$ cat src/rtl/wb_arb_pkg.sv
// wb_arb_pkg: shared types and constants for the two-master Wishbone arbiter.
// Contents: arb_state_t FSM encoding, one-hot grant constants, default widths.
package wb_arb_pkg;
    localparam int DEF_ADDR_W  = 32;
    localparam int DEF_DATA_W  = 128;
    localparam int DEF_SEL_W   = DEF_DATA_W / 8;
    localparam int DEF_TIMEOUT = 64;

    localparam logic [1:0] GNT_NONE = 2'b00;
    localparam logic [1:0] GNT_M0   = 2'b01;
    localparam logic [1:0] GNT_M1   = 2'b10;

    typedef enum logic [1:0] {
        IDLE,
        GNT0,
        GNT1,
        ABORT
    } arb_state_t;
endpackage

$ cat src/rtl/wb_arbiter_2m_if.sv
// wb_arbiter_2m_if: bundle of both master request/response ports and the shared slave port.
// Modports: master = arbiter view (drives o_*, samples i_*); slave = environment view.
interface wb_arbiter_2m_if
    import wb_arb_pkg::*;
#(
    parameter int ADDR_W = DEF_ADDR_W,
    parameter int DATA_W = DEF_DATA_W,
    parameter int SEL_W  = DATA_W / 8
) ();
    logic [ADDR_W-1:0] i_m0_adr, i_m1_adr, o_s_adr;
    logic [SEL_W-1:0]  i_m0_sel, i_m1_sel, o_s_sel;
    logic [DATA_W-1:0] i_m0_dat, i_m1_dat, o_s_dat, i_s_dat, o_m0_dat, o_m1_dat;
    logic              i_m0_we, i_m1_we, o_s_we;
    logic              i_m0_cyc, i_m0_stb, i_m1_cyc, i_m1_stb, o_s_cyc, o_s_stb;
    logic              o_m0_ack, o_m0_err, o_m1_ack, o_m1_err, i_s_ack, i_s_err;
    logic [1:0]        o_gnt;

    modport master (
        input  i_m0_adr, i_m0_sel, i_m0_we, i_m0_dat, i_m0_cyc, i_m0_stb,
        input  i_m1_adr, i_m1_sel, i_m1_we, i_m1_dat, i_m1_cyc, i_m1_stb,
        input  i_s_dat, i_s_ack, i_s_err,
        output o_m0_dat, o_m0_ack, o_m0_err, o_m1_dat, o_m1_ack, o_m1_err,
        output o_s_adr, o_s_sel, o_s_we, o_s_dat, o_s_cyc, o_s_stb, o_gnt
    );

    modport slave (
        output i_m0_adr, i_m0_sel, i_m0_we, i_m0_dat, i_m0_cyc, i_m0_stb,
        output i_m1_adr, i_m1_sel, i_m1_we, i_m1_dat, i_m1_cyc, i_m1_stb,
        output i_s_dat, i_s_ack, i_s_err,
        input  o_m0_dat, o_m0_ack, o_m0_err, o_m1_dat, o_m1_ack, o_m1_err,
        input  o_s_adr, o_s_sel, o_s_we, o_s_dat, o_s_cyc, o_s_stb, o_gnt
    );
endinterface

$ cat src/rtl/wb_arb_watchdog.sv
// wb_arb_watchdog: counts consecutive stalled strobe cycles of the granted master.
// Ports: i_clk, i_rst (sync, active-high); active = a grant state is current;
//        stalled = strobe high with no ack/err; tc = terminal count reached this cycle.
module wb_arb_watchdog #(
    parameter int TIMEOUT_CYCLES = 64
) (
    input  logic i_clk,
    input  logic i_rst,
    input  logic active,
    input  logic stalled,
    output logic tc
);
    localparam int CW = $clog2(TIMEOUT_CYCLES);

    logic [CW-1:0] cnt;

    // Any non-stalled cycle or leaving the grant state restarts the count.
    always_ff @(posedge i_clk) begin
        if (i_rst || !(active && stalled)) cnt <= '0;
        else cnt <= cnt + 1'b1;
    end

    assign tc = active && stalled && cnt == CW'(TIMEOUT_CYCLES - 1);
endmodule

$ cat src/rtl/wb_arbiter_2m.sv
// wb_arbiter_2m: two-master, one-slave Wishbone arbiter with round-robin tie break.
// Ports: i_clk, i_rst (sync, active-high), bus (wb_arbiter_2m_if.master) carrying
//        both master ports, the slave port and the one-hot o_gnt.
// Macro WB_ARB_TIMEOUT_EN: adds the stalled-strobe watchdog and the ABORT state.
module wb_arbiter_2m
    import wb_arb_pkg::*;
#(
    parameter int ADDR_W         = DEF_ADDR_W,
    parameter int DATA_W         = DEF_DATA_W,
    parameter int SEL_W          = DATA_W / 8,
    parameter int TIMEOUT_CYCLES = DEF_TIMEOUT
) (
    input logic            i_clk,
    input logic            i_rst,
    wb_arbiter_2m_if.master bus
);
    arb_state_t        state, nxt;
    logic              last_gnt, own, act, own_cyc, own_stb, tc, we;
    logic [ADDR_W-1:0] adr;
    logic [SEL_W-1:0]  sel;
    logic [DATA_W-1:0] dat;

    if (TIMEOUT_CYCLES < 2 || TIMEOUT_CYCLES > 1023) begin : g_bad_timeout
        $error("TIMEOUT_CYCLES must be within 2..1023");
    end

    assign act = state == GNT0 || state == GNT1;

`ifdef WB_ARB_TIMEOUT_EN
    // ABORT must remember which master it belongs to for o_gnt and last_gnt.
    logic abort_m;

    assign own = state == ABORT ? abort_m : state == GNT1;

    wb_arb_watchdog #(.TIMEOUT_CYCLES(TIMEOUT_CYCLES)) u_wd (
        .i_clk  (i_clk),
        .i_rst  (i_rst),
        .active (act),
        .stalled(own_stb && !bus.i_s_ack && !bus.i_s_err),
        .tc     (tc)
    );

    always_ff @(posedge i_clk) begin
        if (i_rst) abort_m <= 1'b0;
        else if (nxt == ABORT && state != ABORT) abort_m <= own;
    end
`else
    assign own = state == GNT1;
    assign tc  = 1'b0;
`endif

    assign own_cyc = own ? bus.i_m1_cyc : bus.i_m0_cyc;
    assign own_stb = own ? bus.i_m1_stb : bus.i_m0_stb;

    // Tie in IDLE goes to the master not served last; every grant returns via IDLE.
    always_comb begin
        nxt = state == IDLE ? (bus.i_m0_cyc && (!bus.i_m1_cyc || last_gnt) ? GNT0 :
                               bus.i_m1_cyc ? GNT1 : IDLE) :
              !own_cyc ? IDLE : tc ? ABORT : state;
        adr = !act ? '0 : own ? bus.i_m1_adr : bus.i_m0_adr;
        sel = !act ? '0 : own ? bus.i_m1_sel : bus.i_m0_sel;
        dat = !act ? '0 : own ? bus.i_m1_dat : bus.i_m0_dat;
        we  = act && (own ? bus.i_m1_we : bus.i_m0_we);
    end

    assign bus.o_s_adr  = adr;
    assign bus.o_s_sel  = sel;
    assign bus.o_s_dat  = dat;
    assign bus.o_s_we   = we;
    assign bus.o_s_cyc  = act && own_cyc;
    assign bus.o_s_stb  = act && own_stb;
    assign bus.o_m0_ack = act && !own && bus.i_s_ack;
    assign bus.o_m1_ack = act && own && bus.i_s_ack;
    // Terminal count folds into err; a same-cycle ack/err keeps tc low.
    assign bus.o_m0_err = act && !own && (bus.i_s_err || tc);
    assign bus.o_m1_err = act && own && (bus.i_s_err || tc);
    assign bus.o_m0_dat = bus.i_s_dat;
    assign bus.o_m1_dat = bus.i_s_dat;
    assign bus.o_gnt    = state == IDLE ? GNT_NONE : own ? GNT_M1 : GNT_M0;

    always_ff @(posedge i_clk) begin
        if (i_rst) begin
            state    <= IDLE;
            last_gnt <= 1'b1;
        end else begin
            state <= nxt;
            if (state != IDLE && nxt == IDLE) last_gnt <= own;
        end
    end
endmodule

$ cat src/flat_wrapper.sv
// flat-port wrapper written by rule: the top's interface ports become plain ports
module wb_arbiter_2m_flat import wb_arb_pkg::*;
#(
    parameter int ADDR_W         = DEF_ADDR_W,
    parameter int DATA_W         = DEF_DATA_W,
    parameter int SEL_W          = DATA_W / 8,
    parameter int TIMEOUT_CYCLES = DEF_TIMEOUT
)
  (i_clk, i_rst, bus_i_m0_adr, bus_i_m0_sel, bus_i_m0_we, bus_i_m0_dat, bus_i_m0_cyc, bus_i_m0_stb, bus_i_m1_adr, bus_i_m1_sel, bus_i_m1_we, bus_i_m1_dat, bus_i_m1_cyc, bus_i_m1_stb, bus_i_s_dat, bus_i_s_ack, bus_i_s_err, bus_o_m0_dat, bus_o_m0_ack, bus_o_m0_err, bus_o_m1_dat, bus_o_m1_ack, bus_o_m1_err, bus_o_s_adr, bus_o_s_sel, bus_o_s_we, bus_o_s_dat, bus_o_s_cyc, bus_o_s_stb, bus_o_gnt);
  wb_arbiter_2m_if #(.ADDR_W(ADDR_W), .DATA_W(DATA_W), .SEL_W(SEL_W)) bus_i ();
  input logic i_clk;
  input logic i_rst;
  input wire logic [$bits(bus_i.i_m0_adr)-1:0] bus_i_m0_adr;
  input wire logic [$bits(bus_i.i_m0_sel)-1:0] bus_i_m0_sel;
  input wire logic [$bits(bus_i.i_m0_we)-1:0] bus_i_m0_we;
  input wire logic [$bits(bus_i.i_m0_dat)-1:0] bus_i_m0_dat;
  input wire logic [$bits(bus_i.i_m0_cyc)-1:0] bus_i_m0_cyc;
  input wire logic [$bits(bus_i.i_m0_stb)-1:0] bus_i_m0_stb;
  input wire logic [$bits(bus_i.i_m1_adr)-1:0] bus_i_m1_adr;
  input wire logic [$bits(bus_i.i_m1_sel)-1:0] bus_i_m1_sel;
  input wire logic [$bits(bus_i.i_m1_we)-1:0] bus_i_m1_we;
  input wire logic [$bits(bus_i.i_m1_dat)-1:0] bus_i_m1_dat;
  input wire logic [$bits(bus_i.i_m1_cyc)-1:0] bus_i_m1_cyc;
  input wire logic [$bits(bus_i.i_m1_stb)-1:0] bus_i_m1_stb;
  input wire logic [$bits(bus_i.i_s_dat)-1:0] bus_i_s_dat;
  input wire logic [$bits(bus_i.i_s_ack)-1:0] bus_i_s_ack;
  input wire logic [$bits(bus_i.i_s_err)-1:0] bus_i_s_err;
  output wire logic [$bits(bus_i.o_m0_dat)-1:0] bus_o_m0_dat;
  output wire logic [$bits(bus_i.o_m0_ack)-1:0] bus_o_m0_ack;
  output wire logic [$bits(bus_i.o_m0_err)-1:0] bus_o_m0_err;
  output wire logic [$bits(bus_i.o_m1_dat)-1:0] bus_o_m1_dat;
  output wire logic [$bits(bus_i.o_m1_ack)-1:0] bus_o_m1_ack;
  output wire logic [$bits(bus_i.o_m1_err)-1:0] bus_o_m1_err;
  output wire logic [$bits(bus_i.o_s_adr)-1:0] bus_o_s_adr;
  output wire logic [$bits(bus_i.o_s_sel)-1:0] bus_o_s_sel;
  output wire logic [$bits(bus_i.o_s_we)-1:0] bus_o_s_we;
  output wire logic [$bits(bus_i.o_s_dat)-1:0] bus_o_s_dat;
  output wire logic [$bits(bus_i.o_s_cyc)-1:0] bus_o_s_cyc;
  output wire logic [$bits(bus_i.o_s_stb)-1:0] bus_o_s_stb;
  output wire logic [$bits(bus_i.o_gnt)-1:0] bus_o_gnt;
  assign bus_i.i_m0_adr = bus_i_m0_adr;
  assign bus_i.i_m0_sel = bus_i_m0_sel;
  assign bus_i.i_m0_we = bus_i_m0_we;
  assign bus_i.i_m0_dat = bus_i_m0_dat;
  assign bus_i.i_m0_cyc = bus_i_m0_cyc;
  assign bus_i.i_m0_stb = bus_i_m0_stb;
  assign bus_i.i_m1_adr = bus_i_m1_adr;
  assign bus_i.i_m1_sel = bus_i_m1_sel;
  assign bus_i.i_m1_we = bus_i_m1_we;
  assign bus_i.i_m1_dat = bus_i_m1_dat;
  assign bus_i.i_m1_cyc = bus_i_m1_cyc;
  assign bus_i.i_m1_stb = bus_i_m1_stb;
  assign bus_i.i_s_dat = bus_i_s_dat;
  assign bus_i.i_s_ack = bus_i_s_ack;
  assign bus_i.i_s_err = bus_i_s_err;
  assign bus_o_m0_dat = bus_i.o_m0_dat;
  assign bus_o_m0_ack = bus_i.o_m0_ack;
  assign bus_o_m0_err = bus_i.o_m0_err;
  assign bus_o_m1_dat = bus_i.o_m1_dat;
  assign bus_o_m1_ack = bus_i.o_m1_ack;
  assign bus_o_m1_err = bus_i.o_m1_err;
  assign bus_o_s_adr = bus_i.o_s_adr;
  assign bus_o_s_sel = bus_i.o_s_sel;
  assign bus_o_s_we = bus_i.o_s_we;
  assign bus_o_s_dat = bus_i.o_s_dat;
  assign bus_o_s_cyc = bus_i.o_s_cyc;
  assign bus_o_s_stb = bus_i.o_s_stb;
  assign bus_o_gnt = bus_i.o_gnt;
  wb_arbiter_2m #(.ADDR_W(ADDR_W), .DATA_W(DATA_W), .SEL_W(SEL_W), .TIMEOUT_CYCLES(TIMEOUT_CYCLES)) u_core (.i_clk(i_clk), .i_rst(i_rst), .bus(bus_i));
endmodule
$ cat config.mk
export PLATFORM = sky130hd
export DESIGN_NAME = wb_arbiter_2m_flat
export DESIGN_NICKNAME = d
export VERILOG_FILES = /design/src/rtl/wb_arb_pkg.sv /design/src/rtl/wb_arbiter_2m_if.sv /design/src/rtl/wb_arb_watchdog.sv /design/src/rtl/wb_arbiter_2m.sv /design/src/flat_wrapper.sv
export SDC_FILE = /design/constraint.sdc
export NUM_CORES = 1
export LEC_CHECK = 0
export ABC_AREA = 1
export CAP_MARGIN = 20
export CORE_AREA = 2 2 360 362
export CTS_BUF_LIST = sky130_fd_sc_hd__clkbuf_8 sky130_fd_sc_hd__clkbuf_16
export DETAILED_ROUTE_END_ITERATION = 8
export DIE_AREA = 0 0 362 364
export REMOVE_ABC_BUFFERS = 1
export SYNTH_ARGS = -nofsm -noshare
export SYNTH_HDL_FRONTEND = slang
export SYNTH_SLANG_ARGS = --single-unit
$ cat constraint.sdc
create_clock -name i_clk -period 3.1 [get_ports i_clk]
set_clock_uncertainty 0.2 [all_clocks]
set_input_delay 0.62 -clock i_clk [delete_from_list [all_inputs] [get_ports i_clk]]
set_output_delay 0.62 -clock i_clk [all_outputs]
set_load 0.01 [all_outputs]
# == Word-level counts from Yosys, hierarchy flattened ==
# Index checks and enable logic that the tools add are counted.
# word_totals
out_inout_bits,441
word_cells,37
inputBits,490
reg_bits,3
# classes
n_reduce_logical,18
n_eq_ne,2
mux,15
# op_table
cell,count
128-bit 2-to-1 mux,2
32-bit 2-to-1 mux,2
16-bit 2-to-1 mux,2
2-bit 2-to-1 mux,6
1-bit logical AND,11
2-bit zero test,2
1-bit 2-to-1 mux,3
"2-bit by 1-bit equality test with 1-bit output, second input constant",1
"2-bit equality test, second input constant",1
1-bit zero test,2
1-bit logical OR,2
2-bit nonzero test,1

# == Depth between registers and ports, before layout ==
# logic_depth
ltp_word,7
depth_mapped,9
ltp_nobuf,8

# == Worst setup path before layout ==
# Ideal clock, no wire load.
# synth_path
path_kind,flip-flop to output port
from,register u_core.state[1]
to,output port bus_o_s_dat[100]
n_path_buf,3
setup_slack_ns,0.858
path_stages_with_launch,8
t_arrival_ns,1.422
t_required_ns,2.280
path_cell_list,dfxtp_1 > inv_1 > ha_1 > buf_4 > buf_6 > clkbuf_1 > o21ai_0 > nor2_1
# synth_via
elab_chain_len,3
word_cells_on_any_way,5
classes_between,eq/ne (2); mux (2); reduce/logical (1)
# synth_rtl
item,line_no,text
start: declaration,wb_arbiter_2m.sv:17,"arb_state_t state, nxt;"
start signal: assignment,wb_arbiter_2m.sv:86,state <= nxt;
2-bit equality test or 2-bit by 1-bit equality test with 1-bit output (tied branches),"wb_arbiter_2m.sv:27, wb_arbiter_2m.sv:48",
128-bit 2-to-1 mux or 1-bit logical OR (tied branches),"wb_arbiter_2m.sv:62, wb_arbiter_2m.sv:27",
128-bit 2-to-1 mux (*),wb_arbiter_2m.sv:62,dat = !act ? '0 : own ? bus.i_m1_dat : bus.i_m0_dat;
end: declaration,flat_wrapper.sv:37,output wire logic [$bits(bus_i.o_s_dat)-1:0] bus_o_s_dat;
# Every way passes the cells marked *; elsewhere a longest branch is shown, timed or not.

# == Final worst setup path ==
# layout_path
from,register u_core.state[1]
to,output port bus_o_s_adr[18]
# layout_via
elab_chain_len,3
word_cells_on_any_way,5
classes_between,eq/ne (2); mux (2); reduce/logical (1)
# layout_rtl
item,line_no,text
2-bit equality test or 2-bit by 1-bit equality test with 1-bit output (tied branches),"wb_arbiter_2m.sv:27, wb_arbiter_2m.sv:48",
32-bit 2-to-1 mux or 1-bit logical OR (tied branches),"wb_arbiter_2m.sv:60, wb_arbiter_2m.sv:27",
32-bit 2-to-1 mux (*),wb_arbiter_2m.sv:60,adr = !act ? '0 : own ? bus.i_m1_adr : bus.i_m0_adr;
end: declaration,flat_wrapper.sv:34,output wire logic [$bits(bus_i.o_s_adr)-1:0] bus_o_s_adr;
# Marked as above.

==> summary.md <==
| Metric | Value |
|---|---|
| Sequential-to-total area share from yosys stat | `under 10%` |
| Post-route minimum period | `about 3.0 ns` |
| Initial Util | `3.71%` |
| Net Switching | `1.30 mW` |
| Max-slew violations | `0` |
| Worst Path Buf+Inv | `3` |
| Net count, final | `roughly 1700` |
| Warnings from Yosys | `0` |
| Reg2Reg Launch Point | `u_core.state[0]` |
| HPWL Detailed | `102000 um` |
| Power Total | `roughly 2.8 mW` |
| Share of layout cells above drive strength 1 | `17.9%` |
| 1st-iter DRT viols | `510` |
| Gr ovfl total | `0` |
| First-pass GRT wire length | `131000 um` |
| PD cells | `232 mW/mm^2` |
| Worst vdd ir | `0.000253 V` |
| Final Hold Fails | `0` |
| Hold Path Sink | `u_core.last_gnt` |
| Antenna violations before repair | `25` |
| GRT Util Overall | `between 15 and 20%` |
| CTS Root Cell | `clkbuf_16` |
| Final worst slack | `0.102 ns` |
| Combinational fraction of design power | `between 90 and 100%` |
| Largest stage delay, worst path | `~0.54 ns` |
| Synthesized area per cell | `5.36 um^2` |
| Post-synth ARST share | `0%` |
| Post-Syn Area | `roughly 0.0048 mm^2` |
| Die height | `364 um` |
| Router iterations before antenna repair | `5` |
| Vias post-DR | `a little under 8000` |
| Critical path launch point type | `flip-flop` |
| Max-Cap Viols | `0` |
| Synth top area share | `between 40% and 50%` |
| FF-to-FF End | `u_core.last_gnt` |
| Post-placement setup slack | `-0.406 ns` |
| Cells after Synth | `roughly 890` |
| Top_reg_cell synth | `dfxtp_1` |
| Hold Path Origin | `u_core.last_gnt` |
| Final ANT Viol Nets | `0` |
| Clock Sinks | `3` |
| Worst path slowest cell | `clkdlybuf4s50_1` |
| Setup violators final | `0` |
| HP Class | `reg -> reg` |
| Status | `complete, no violations` |
| Worst slew margin relative to its limit | `about half` |
| Crit Path Max Fanout | `30` |
| Int Power | `1.49 mW` |
| CP arrival | `roughly 2.2 ns` |
| Worst-Margin Slew | `0.756 ns` |
| DRC viols | `0` |
| Hold Crit Depth | `2` |
| Sequential Power Share | `1.7%` |
| Routed len/inst | `39.9 um` |
| Clock power share | `7.4%` |
| Worst-Skew Late Latency | `0.23 ns` |
| Cell count of the worst reg-to-reg path | `10` |
| Largest area contributor in the netlist | `buf_4` |
| Row cnt | `132` |
| Fmax | `334 MHz` |
| Core Region | `0.128 mm^2` |
| Period utilisation layout | `96.7%` |
| Post-CTS Setup Repair Bufs | `0` |
| Crit Path Category | `reg -> out` |
| Port buffer count | `546` |
| TritonCTS clock tree | `done` |
| Longest Clk Path Bufs | `2` |
| CP cell instances | `inv_1 -> ha_4 -> buf_12 -> o21ai_0 -> nor2_1 -> clkdlybuf4s50_1` |
| Die ar. | `0.132 mm^2` |
| CP Data Required Time | `around 2.3 ns` |
| Crit end category | `output pin` |
| Most frequent cells after synthesis | `358 x nor2_1, 259 x buf_4, 176 x o21ai_0` |
| Pleak | `4.37 nW` |
| RSZ-0062 raised after global routing | `no` |
| I/O Pins | `931` |
| Yosys cell types | `18` |
| Switch share | `a little under half` |
| Vias per cell | `2.70` |
| Pin count of the biggest net entering global routing | `45` |
| Number of enable flip-flop cells after synthesis | `0` |
| Number of synthesized register bits | `3` |
| Die W | `roughly 360 um` |
| Critical Path Start | `u_core.state[1]` |
| Count leader, synth | `nor2_1` |
| Final Wtd Congestion | `0.724` |
| CTS HTree Levels | `1` |
| Clock slew at reported path FFs | `roughly 0.030 ns` |
| Area growth syn-to-layout | `153%` |
| Synth area leaders | `buf_4 41%, nor2_1 28%, o21ai_0 19%, buf_6 3.3%, clkbuf_1 1.8%` |
| Vias in the first global route | `between 7000 and 8000` |
| Post-Route WL | `114000 um` |
| Num CTS Buffers | `3` |
| R2r setup slk | `1.38 ns` |
| Cell family with most CP delay | `buffers and inverters` |
[registers in the layout, indices dropped and copies added (netlist names)]
register	flops
u_core.state	2
u_core.last_gnt	1
[power groups by stage]
stage / logic (mW) / registers, mW / clock network [mW]
detailed placement: 2.65 / 0.0460 / 0
CTS: 2.68 / 0.0455 / 0.210
floorplan: 0.452 / 0.0447 / 0
global placement: 2.60 / 0.0456 / 0
finish: 2.54 / 0.0460 / 0.206
global route: 2.74 / 0.0466 / 0.216
[stage by stage]
stage	utilization, %	hold slack [ns]	setup TNS (ns)	area [um^2]	cells
6_report	9.38	0.301	0	12000	2861
5_1_grt	9.38	0.326	0	12000	2859
4_1_cts	9.34	0.303	0	12000	2857
3_5_place_dp	9.24	0.297	-1.15	11900	2853
3_3_place_gp	9.09	0.284	-14.67	11700	2829
2_1_floorplan	-	0.250	-411.57	2470	572
[layout by cell type (no fill, tap or decap), drive strengths merged, types with 2 or more instances in the layout]
| master | n |
|---|---|
| ha | 4 |
| nand4 | 2 |
| nand3 | 3 |
| buf | 186 |
| a21oi | 2 |
| dfxtp | 3 |
| nor2 | 358 |
| diode | 4 |
| inv | 12 |
| clkdlybuf4s50 | 418 |
| clkbuf | 3 |
| o21ai | 179 |
| nand2 | 8 |
[how the worst max path moves through the flow]
| stage | to | slack, ns | depth (start not counted) |
|---|---|---|---|
| final | bus_o_s_adr[18] | 0.10 | 6 |
| after global routing | bus_o_s_adr[1] | 0.001 | 6 |
| after CTS | bus_o_s_dat[29] | 0.002 | 8 |
| after detailed placement | bus_o_s_adr[7] | -0.41 | 4 |
| after global placement | bus_o_s_dat[61] | -1.04 | 4 |
| after floorplan | bus_o_s_cyc | -2.42 | 5 |
[final cells by class]
| class | count | area, um^2 |
|---|---|---|
| fill | 14900 | 116000 |
| timing repair buffer | 606 | 7270 |
| multi-input combinational | 558 | 2470 |
| tap | 1675 | 2100 |
| clock buffer | 3 | 75.1 |
| sequential | 3 | 61.3 |
| inverter | 11 | 48.8 |
| antenna | 4 | 10.0 |
| clock inverter | 1 | 3.75 |
[cells by family after synthesis]
group | Yosys count | synth area share, %
buffers and inverters | 326 | 48.9
adders and majority gates | 4 | 1.05
DFF | 3 | 1.26
AOI/OAI and AO/OA | 182 | 19.2
and+or+nand+nor | 372 | 29.6
[worst reg2reg max path, delay by kind of cell (launching register included)]
kind | cells | cell delay [ns]
flip-flops | 1 | 0.35
adder cells (fa/ha/maj) | 1 | 0.23
AND/OR/NAND/NOR | 5 | 0.34
buffers and inverters | 4 | 0.47
[layer usage]
| layer | share of wire, % | GRT usage [%] |
|---|---|---|
| met5 | 1.0 | 5.52 |
| met4 | 2.0 | 3.09 |
| met3 | 17 | 13.2 |
| met2 | 38 | 22.8 |
| met1 | 42 | 19.8 |
[repair_timing]
item | 4_1_cts | 5_1_grt
hold buffers | 0 | 0
pin swaps | 1 | 1
setup endpoints to repair | 17 | 54
resized for setup | 21 | 12
(Power assumes the default switching activity.)
